[src/rtl/multi_clock_divider.sv]
// NCH independent divide-by-factor channels: level output plus one-cycle wrap strobe.
// Latency: all outputs registered, one edge after the sampled state; optional DIVIDER_PHASE_EN.
// Backpressure: none; run=0 freezes every channel, resync restarts all in lock-step.
module multi_clock_divider #(
    parameter int NCH = 4,
    parameter int N   = 32
) (
    input  logic             clk,
    input  logic             RESET_SIM_N,
    input  logic             run,
    input  logic             resync,
    input  logic [NCH*N-1:0] factor,
    input  logic [NCH*N-1:0] phase,
    output logic [NCH-1:0]   slow_clock,
    output logic [NCH-1:0]   tick
);

    localparam logic [N-1:0] ONE = N'(1);

    logic [N-1:0]   ctr_q   [NCH];
    logic [N-1:0]   f_q     [NCH];
    logic [N-1:0]   ctr_d   [NCH];
    logic [N-1:0]   f_d     [NCH];
    logic [N-1:0]   fac_w   [NCH];
    logic [N-1:0]   start_w [NCH];
    logic [NCH-1:0] sc_d;
    logic [NCH-1:0] tk_d;

    for (genvar g = 0; g < NCH; g++) begin : g_chan
        assign fac_w[g] = factor[g*N +: N];
`ifdef DIVIDER_PHASE_EN
        assign start_w[g] = (phase[g*N +: N] < fac_w[g]) ? phase[g*N +: N] : '0;
`else
        // Phase port is kept so both builds share one interface; its value is discarded.
        assign start_w[g] = phase[g*N +: N] & {N{1'b0}};
`endif
    end

    always_comb begin
        for (int i = 0; i < NCH; i++) begin
            ctr_d[i] = ctr_q[i];
            f_d[i]   = f_q[i];
            sc_d[i]  = slow_clock[i];
            tk_d[i]  = 1'b0;
            if (resync) begin
                ctr_d[i] = start_w[i];
                f_d[i]   = fac_w[i];
                sc_d[i]  = (start_w[i] < (fac_w[i] >> 1));
            end else if (run) begin
                if (f_q[i] == '0) begin
                    // Idle channel keeps sampling factor so a nonzero value starts it next edge.
                    ctr_d[i] = '0;
                    f_d[i]   = fac_w[i];
                    sc_d[i]  = 1'b0;
                end else if (f_q[i] == ONE) begin
                    ctr_d[i] = '0;
                    f_d[i]   = fac_w[i];
                    sc_d[i]  = 1'b0;
                    tk_d[i]  = 1'b1;
                end else if (ctr_q[i] == f_q[i] - ONE) begin
                    // Factor is only shadow-loaded at the wrap, so half-periods never shorten.
                    ctr_d[i] = '0;
                    f_d[i]   = fac_w[i];
                    tk_d[i]  = 1'b1;
                    sc_d[i]  = ('0 < (fac_w[i] >> 1));
                end else begin
                    ctr_d[i] = ctr_q[i] + ONE;
                    sc_d[i]  = ((ctr_q[i] + ONE) < (f_q[i] >> 1));
                end
            end
        end
    end

    always_ff @(posedge clk) begin
        if (!RESET_SIM_N) begin
            for (int i = 0; i < NCH; i++) begin
                ctr_q[i] <= '0;
                f_q[i]   <= fac_w[i];
            end
            slow_clock <= '0;
            tick       <= '0;
        end else begin
            for (int i = 0; i < NCH; i++) begin
                ctr_q[i] <= ctr_d[i];
                f_q[i]   <= f_d[i];
            end
            slow_clock <= sc_d;
            tick       <= tk_d;
        end
    end

endmodule
[config.mk]
export PLATFORM = sky130hd
export DESIGN_NAME = multi_clock_divider
export DESIGN_NICKNAME = d
export VERILOG_FILES = /design/src/rtl/multi_clock_divider.sv
export SDC_FILE = /design/constraint.sdc
export NUM_CORES = 1
export LEC_CHECK = 0
export CAP_MARGIN = 20
export CORE_MARGIN = 2
export CORE_UTILIZATION = 30
export DETAILED_ROUTE_END_ITERATION = 16
export PLACE_DENSITY_LB_ADDON = 0.12
export SLEW_MARGIN = 10
export SYNTH_ARGS = -nofsm -noshare
export SYNTH_HDL_FRONTEND = slang
export SYNTH_SLANG_ARGS = --single-unit
[constraint.sdc]
create_clock -name clk -period 6.6 [get_ports clk]
set_clock_uncertainty 0.1 [all_clocks]
set_input_delay 1.98 -clock clk [delete_from_list [all_inputs] [get_ports clk]]
set_output_delay 1.98 -clock clk [all_outputs]
set_load 0.005 [all_outputs]
==> run metrics, run 1 <==
status finished, final reports clean; PostCTS Resize Cnt 0; die area 66300 sq um; CP max stage cell or4b_2; Ports 268; Non-Filler Instances 3118; Warnings, synthesis 0; RSZ-0062 raised after global routing false; Detail Placement HPWL 45530 um; maximum vdd drop 0.1430 mV; die span in x 257.5 um; Top Family by Delay on Critical Path simple AND/OR/NAND/NOR gates; Final Cycle Share 0.7675; max incr delay on CP 0.64 ns; GP Congestion 0.8577; Fmax 197.4 MHz; pwr dens 189.7 nW/um^2; htree depth 2; final hold viol count 0; max-slew violation count 0; Hold WC Path Type flop to flop; Final Net Count 2635; Yosys reg bits 264; initial antenna violation count 0; Placed Area 21530 sq um; TritonRoute pass-1 iters 5; asr flop ratio synth 0; Static Leak 8.669 nW; Avg Cell Area, Syn 8.974 sq um; CP most frequent cell o21ai_0; Reg clk slew, reported paths 0.06 ns; Clock Tree Buf Depth 3; number of max-cap violations 0; Synth Instances 2148; total global-route track usage 0.1767; Routed WL per cell 19.16 um; PortBufs 139; worst-path cell chain ha_1, nand3_1, nor3_1, nand2_1, nor3_1, and3_1, nand3_1, xnor2_1, ha_1, nor2b_1, o21ai_0, nand2b_1, a21oi_1, nor2b_1, o21ai_0, or4b_2, o21ai_0; register area 6566 sq um; R2R cell count 17; CTS Root Cell clkbuf_16; Synth cell types 81; via count 16820; Min Hold Slack 0.4286 ns; Clock Sinks 264; part of the Yosys area used for sequential elements 0.3406; CTS Buf Count 36; Crit Path Max Fanout 7; syn_nets 2540; core area 63310 sq um; final-report setup violation count 0; Core Rows 92; fill count 6497; Syn-to-layout area delta 17.70%; crit path launch type flop; post-cts hold buffer count 0; total power 4.305 mW; final core utilization 0.3584; first-pass GRT wire length 93860 um; setup tns final 0 ns; die span in y 257.5 um; CP endpoint kind flop; initial core utilization 0.3045; vias in the first global route 16670; Buf+Inv Stages, Crit Path 0; Synth Cell Area 19280 sq um; Multi-input gate area 11800 sq um; final worst slack 1.534 ns; DRC Markers 0; TritonCTS clock tree yes; vias per inst 5.395; Worst-Skew Late Latency 0.56 ns; worst slack, placed 1.558 ns; pin count of the biggest net entering global routing 67; min Tclk post-route 5.066 ns; crit path kind flop to flop; fraction of layout cells with a size suffix above 1 0.05284; Final ANT Viol Nets 0; Min-Delay Path Depth 1; Design Area, Final 22690 sq um; Tightest Pin Transition 0.9873 ns; top_reg_cell synth dfxtp_1; Slew HR 0.3357; 1st-iter DRT viols 899; Crit path required time 6.98 ns; drt total wl 59740 um; CP Depth 17; Post-synth EDFFs 128; Worst EP arrival 5.44 ns; Setup Buffers After CTS 0; placed insts 3050; gr ovfl total 0
cells in the final DEF, fill, tap and decap left out, drive strengths merged, types with 12 or more instances in the layout:
master / count
a211oi: 14
a21o: 33
a21oi: 57
a22o: 27
a31oi: 26
a32o: 74
and3: 49
and4: 21
buf: 23
clkbuf: 45
clkdlybuf4s50: 139
clkinv: 16
dfxtp: 136
edfxtp: 128
ha: 132
inv: 150
mux2i: 13
nand2: 115
nand2b: 19
nand3: 92
nand4: 81
nand4b: 13
nor2: 111
nor2b: 25
nor3: 73
nor3b: 13
nor4: 76
o211ai: 12
o21ai: 65
o31ai: 14
or3: 28
or4: 33
xnor2: 172
xor2: 91
cell families after synthesis:
logic type / Yosys count / synth area share
compound gates: 416 / 0.1604
xor+xnor: 263 / 0.1195
fa+ha+maj: 132 / 0.08568
buf+inv: 253 / 0.04979
flops: 264 / 0.3406
mux: 16 / 0.008503
simple gates: 804 / 0.2355
routing by layer:
layer / global-route usage / vias to the layer above / part of all wire
met5: 0 / - / 0
met4: 0.06390 / 0 / 0.032
met2: 0.2924 / 347 / 0.46
met3: 0.02512 / 98 / 0.041
li1: - / 8311 / -
met1: 0.2335 / 8066 / 0.47
cell type report:
type	instances	area share
Sequential cell	264	0.2894
Timing Repair Buffer	162	0.06982
Tap cell	846	0.04666
Multi-Input combinational cell	1631	0.5199
Clock inverter	21	0.007004
Antenna cell	1	0.0001103
Clock buffer	45	0.04257
Inverter	148	0.02449
report_power, final:
part,internal (mW),total [mW],leakage [nW],switching (mW)
sequential,1.79,1.90,2.40,0.107
clock,1.12,1.90,0.560,0.787
combinational,0.227,0.499,5.71,0.272
total,3.14,4.30,8.67,1.17
flip-flops by register name, indices dropped and copies added (netlist names):
| register | flops |
|---|---|
| slow_clock | 4 |
| ctr_q | 128 |
| f_q | 128 |
| tick | 4 |
synth_stat cells (9+ instances only):
library cell / count / share of area
a32o_1: 74 / 0.038
nor2b_1: 25 / 0.0081
a21o_1: 33 / 0.013
mux2i_1: 13 / 0.0068
and4_1: 21 / 0.0095
or3_1: 28 / 0.0091
a31oi_1: 26 / 0.0084
nor3b_1: 13 / 0.0051
and3_1: 49 / 0.016
nor4_1: 74 / 0.024
a211oi_1: 14 / 0.0055
a21oi_1: 57 / 0.015
and2_1: 9 / 0.0029
nand4_1: 81 / 0.026
xor2_1: 91 / 0.041
clkbuf_1: 95 / 0.018
dfxtp_1: 136 / 0.14
nand2b_1: 19 / 0.0062
inv_1: 148 / 0.029
nor3_1: 72 / 0.019
edfxtp_1: 128 / 0.20
ha_1: 132 / 0.086
o21ai_0: 65 / 0.017
o211ai_1: 12 / 0.0047
or4_1: 33 / 0.013
nor2_1: 110 / 0.021
o31ai_1: 14 / 0.0055
nand2_1: 115 / 0.022
nand4b_1: 13 / 0.0059
xnor2_1: 172 / 0.078
or2_2: 11 / 0.0036
nand3_1: 92 / 0.024
a22o_1: 27 / 0.012
worst register-to-register path, stage by stage, from the launching register on:
cell and delay, ns:
dfxtp_1 0.45, ha_1 0.28, nand3_1 0.29, nor3_1 0.49
nand2_1 0.17, nor3_1 0.55, and3_1 0.38, nand3_1 0.22
xnor2_1 0.23, ha_1 0.26, nor2b_1 0.13, o21ai_0 0.14
nand2b_1 0.08, a21oi_1 0.15, nor2b_1 0.06, o21ai_0 0.18
or4b_2 0.64, o21ai_0 0.18
path summary, 6_finish.rpt:
kind | startpoint | endpoint | slack, ns
setup / recovery | ctr_q[1][0] | slow_clock[1] | 1.53
hold / removal | ctr_q[2][31] | ctr_q[2][31] | 0.43
setup reg to reg | ctr_q[1][0] | slow_clock[1] | 1.53
hold reg to reg | ctr_q[2][31] | ctr_q[2][31] | 0.43
Note: power is estimated with default switching activity, not from simulation.
==> run 2, diff against run 1 <==
Clock period 6.6 ns to 5 ns, I/O delays scaled along.
==> run metrics, run 2 (synthesis gave the netlist of run 1 again) <==
status finished, final reports clean; Net Sw Frac 0.2551; clock network fraction of total power 0.454; Worst EP arrival 4.91 ns; GP Congestion 0.8721; final core utilization 0.3634; RSZ-0062 raised after global routing false; Top Registers ctr_q (128), f_q (128); Placed Area 21810 sq um; # diodes 0; fraction of layout cells with a size suffix above 1 0.06359; placed insts 3080; busiest grt layer met2; Hold WC Path Type flop to flop; die area 66300 sq um; M2 GR Usage 0.2944; Syn-to-layout area delta 19.35%; core area 63310 sq um; CP endpoint kind flop; Detail Placement HPWL 45600 um; setup tns final 0 ns; internal power 4.336 mW; met3 usage 0.02876; drt total wl 59580 um; total global-route track usage 0.1775; Worst-Skew Late Latency 0.55 ns; Logic pwr share 0.115; worst slack, placed 0.5064 ns; total power 5.821 mW; number of max-cap violations 0; pin count of the biggest net entering global routing 51; Clock Tree Buf Depth 3; vias per inst 5.387; Tightest Pin Transition 0.8919 ns; CP max stage cell or4b_2; vias in the first global route 16850; Reg power frac 0.431; post-cts hold buffer count 0; fill count 6514; final-report setup violation count 0; gr ovfl total 0; min Tclk post-route 4.547 ns; PostCTS Resize Cnt 0; Core Rows 92; Setup Buffers After CTS 0; Crit path required time 5.36 ns; most common cell after layout, fill and taps aside xnor2_1; Psw 1.485 mW; Non-Filler Instances 3142; final hold viol count 0; Reg clk slew, reported paths 0.06 ns; max-slew violation count 0; Fmax 219.9 MHz; CTS Buf Count 34; initial antenna violation count 0; initial core utilization 0.3045; Slew HR 0.3999; Design Area, Final 23010 sq um; Final ANT Viol Nets 0; Clock Sinks 264; crit path kind flop to flop; maximum vdd drop 0.1776 mV; die span in x 257.5 um; Ports 268; via count 16930; first-pass GRT wire length 94820 um; met1 global-route usage 0.2344; worst-path cell chain ha_1, nand3_1, nor3_1, buf_4, nand2_1, nor3_1, and3_1, nand3_1, xnor2_1, ha_1, nor2b_1, o21ai_0, nand2b_1, a21oi_1, nor2b_1, o21ai_0, or4b_2, o21ai_0; 1st-iter DRT viols 889; Min Hold Slack 0.4183 ns; CP most frequent cell o21ai_0; most frequent cells in the layout 172 x xnor2_1, 148 x inv_1, 139 x clkdlybuf4s50_1; htree depth 2; pwr dens 253.0 nW/um^2; die span in y 257.5 um; PortBufs 139; Final Cycle Share 0.9095; final worst slack 0.4527 ns; Static Leak 8.858 nW; Final Net Count 2662; TritonCTS clock tree yes; max incr delay on CP 0.61 ns; crit path launch type flop; DRC Markers 0; TritonRoute pass-1 iters 5; Crit Path Max Fanout 7; Routed WL per cell 18.96 um; CTS Root Cell clkbuf_16
==> run 2: cell count changes in the layout (fill, tap and decap cells not counted), sizes merged <==
| cell | delta |
|---|---|
| bufinv | +3 |
| inv | -2 |
| clkinv | -8 |
| clkbuf | +4 |
| diode | -1 |
| clkinvlp | -1 |
| buf | +29 |
==> run 2: final timing paths <==
check,endpoint,depth (start not counted),startpoint,slack (ns)
max,slow_clock[1],18,ctr_q[1][0],0.45
min,ctr_q[2][31],1,ctr_q[2][31],0.42
max reg2reg,slow_clock[1],18,ctr_q[1][0],0.45
min reg2reg,ctr_q[2][31],1,ctr_q[2][31],0.42
==> run 2: metal layers <==
layer | share of wire | wire length [um] | up-vias
li1 | - | - | 8353
met1 | 0.46 | 27670 | 8136
met2 | 0.46 | 27440 | 353
met3 | 0.045 | 2704 | 85
met4 | 0.030 | 1765 | 0
met5 | 0 | 0 | -
==> run 2: final cells by class <==
| class | instances | area, sq um | share of cell area |
|---|---|---|---|
| Multi-Input combinational cell | 1631 | 11800 | 0.5128 |
| Sequential cell | 264 | 6566 | 0.2854 |
| Clock inverter | 13 | 186.4 | 0.008104 |
| Tap cell | 846 | 1059 | 0.04601 |
| Inverter | 148 | 555.5 | 0.02415 |
| Timing Repair Buffer | 191 | 1832 | 0.07962 |
| Clock buffer | 49 | 1011 | 0.04394 |
==> run 2: power by group through the flow <==
stage | clock network (mW) | logic (mW) | registers, mW
2_1_floorplan | 0 | 0.407 | 2.48
4_1_cts | 2.75 | 0.673 | 2.51
3_3_place_gp | 0 | 0.662 | 2.55
6_report | 2.64 | 0.669 | 2.51
3_5_place_dp | 0 | 0.668 | 2.55
5_1_grt | 2.82 | 0.747 | 2.52
==> run 2: critical path, delay by kind of cell (launching register included) <==
kind / cells / cell delay [ns]
DFF: 1 / 0.44
buffers and inverters: 1 / 0.18
and+or+nand+nor: 10 / 2.40
adders and majority gates: 2 / 0.56
AOI/OAI and AO/OA: 4 / 0.62
xor gates and xnor gates: 1 / 0.18
==> run 3, diff against run 2 <==
Settings changed: PLACE_DENSITY set to 0.53, PLACE_DENSITY_LB_ADDON 0.12 to not set.
==> run metrics, run 3 (synthesis gave the netlist of run 1 again) <==
status finished, final reports clean; Core Rows 92; Final ANT Viol Nets 0; TritonCTS clock tree yes; Hold EP ctr_q[3][24]; max incr delay on CP 0.55 ns; crit path launch type flop; htree depth 2; number of max-cap violations 0; # diodes 0; 1st-iter DRT viols 1085; setup tns final 0 ns; maximum vdd drop 0.2352 mV; die span in x 257.5 um; fraction of layout cells with a size suffix above 1 0.06067; Setup Buffers After CTS 0; DRC Markers 0; total global-route track usage 0.1732; die span in y 257.5 um; Slew HR 0.4395; first-pass GRT wire length 93350 um; die area 66300 sq um; Final Cycle Share 0.8823; pin count of the biggest net entering global routing 65; Ports 268; Hold Startpoint ctr_q[3][24]; Clock Tree Buf Depth 3; Syn-to-layout area delta 18.45%; Reg clk slew, reported paths 0.06 ns; most frequent cells in the layout 172 x xnor2_1, 148 x inv_1, 139 x clkdlybuf4s50_1; worst r2r src f_q[0][0]; Detail Placement HPWL 44970 um; worst-path cell chain inv_1, ha_1, or3b_1, nor2_1, o21ai_0, or3_1, or4b_1, or4_1, nor4_1, buf_4, nor2_2, o21ai_4, buf_12; Clock Sinks 264; Worst-Skew Late Latency 0.55 ns; Min Hold Slack 0.4320 ns; PortBufs 139; final hold viol count 0; Fmax 226.7 MHz; CTS Root Cell clkbuf_16; final core utilization 0.3606; min Tclk post-route 4.411 ns; gr ovfl total 0; CP max stage cell or4b_1; max-slew violation count 0; Crit Path Max Fanout 32; CP endpoint kind flop; GP Congestion 0.9006; drt total wl 58670 um; via count 17090; Crit path required time 5.14 ns; Placed Area 21770 sq um; Routed WL per cell 18.70 um; core area 63310 sq um; initial core utilization 0.3045; R2R cell count 13; pwr dens 244.5 nW/um^2; crit path kind flop to flop; TritonRoute pass-1 iters 5; vias per inst 5.449; total power 5.582 mW; Min-Delay Path Depth 1; placed insts 3076; most common cell after layout, fill and taps aside xnor2_1; Hold WC Path Type flop to flop; initial antenna violation count 1; R2R Setup Slk 0.59 ns; Static Leak 8.766 nW; Non-Filler Instances 3137; Tightest Pin Transition 0.8302 ns; post-cts hold buffer count 0; Final Net Count 2658; CTS Buf Count 34; final-report setup violation count 0; Worst EP arrival 4.56 ns; PostCTS Resize Cnt 0; vias in the first global route 16880; RSZ-0062 raised after global routing false; Design Area, Final 22830 sq um; Top Registers ctr_q (128), f_q (128); final worst slack 0.5887 ns; worst reg2reg path endpoint f_q[0][14]; worst slack, placed 0.6202 ns
==> run 3: changes by cell type in the layout (fill, tap and decap cells not counted) <==
| cell | change |
|---|---|
| buf_12 | -1 |
| buf_4 | -3 |
| bufinv_16 | -4 |
| clkbuf_1 | +4 |
| clkbuf_16 | -1 |
| clkbuf_8 | -2 |
| clkinv_1 | -2 |
| clkinv_4 | +2 |
| clkinvlp_4 | +1 |
| inv_6 | +1 |
==> run 3: worst max path at each step <==
stage                            from             to  depth (start not counted)
after floorplan             f_q[0][4]      f_q[0][0]                         12
after global placement      f_q[0][0]     f_q[0][15]                         11
after detailed placement    f_q[0][0]     f_q[0][15]                         13
after CTS                   f_q[0][0]      f_q[0][0]                         13
after global routing      ctr_q[3][2]  slow_clock[3]                         16
final                       f_q[0][0]     f_q[0][14]                         13
==> run 3: layout make-up <==
| cell class | count | area (sq um) |
|---|---|---|
| tap | 846 | 1059 |
| inverter | 148 | 555.5 |
| timing repair buffer | 187 | 1789 |
| clock inverter | 11 | 92.59 |
| clock buffer | 50 | 973.4 |
| sequential | 264 | 6566 |
| fill | 6479 | 40480 |
| multi-input combinational | 1631 | 11800 |
==> run 3: per-layer routing <==
| metal | GRT usage | part of all wire |
|---|---|---|
| met4 | 0.05363 | 0.025 |
| met5 | 0 | 0 |
| met3 | 0.02541 | 0.050 |
| met1 | 0.2308 | 0.46 |
| met2 | 0.2881 | 0.46 |
==> run 3: worst max-delay path: cells and delay by family (launching register included) <==
kind | cells | cell delay (ns)
AO/OA/AOI/OAI | 2 | 0.26
buffers and inverters | 3 | 0.52
adder cells (fa/ha/maj) | 1 | 0.22
flip-flops | 1 | 0.50
AND/OR/NAND/NOR | 7 | 2.49
==> run 3: power breakdown <==
part | total [mW] | internal [mW] | switching, mW | leakage, nW
sequential | 2.51 | 2.37 | 0.140 | 2.40
combinational | 0.667 | 0.307 | 0.360 | 5.85
clock | 2.41 | 1.41 | 1.00 | 0.520
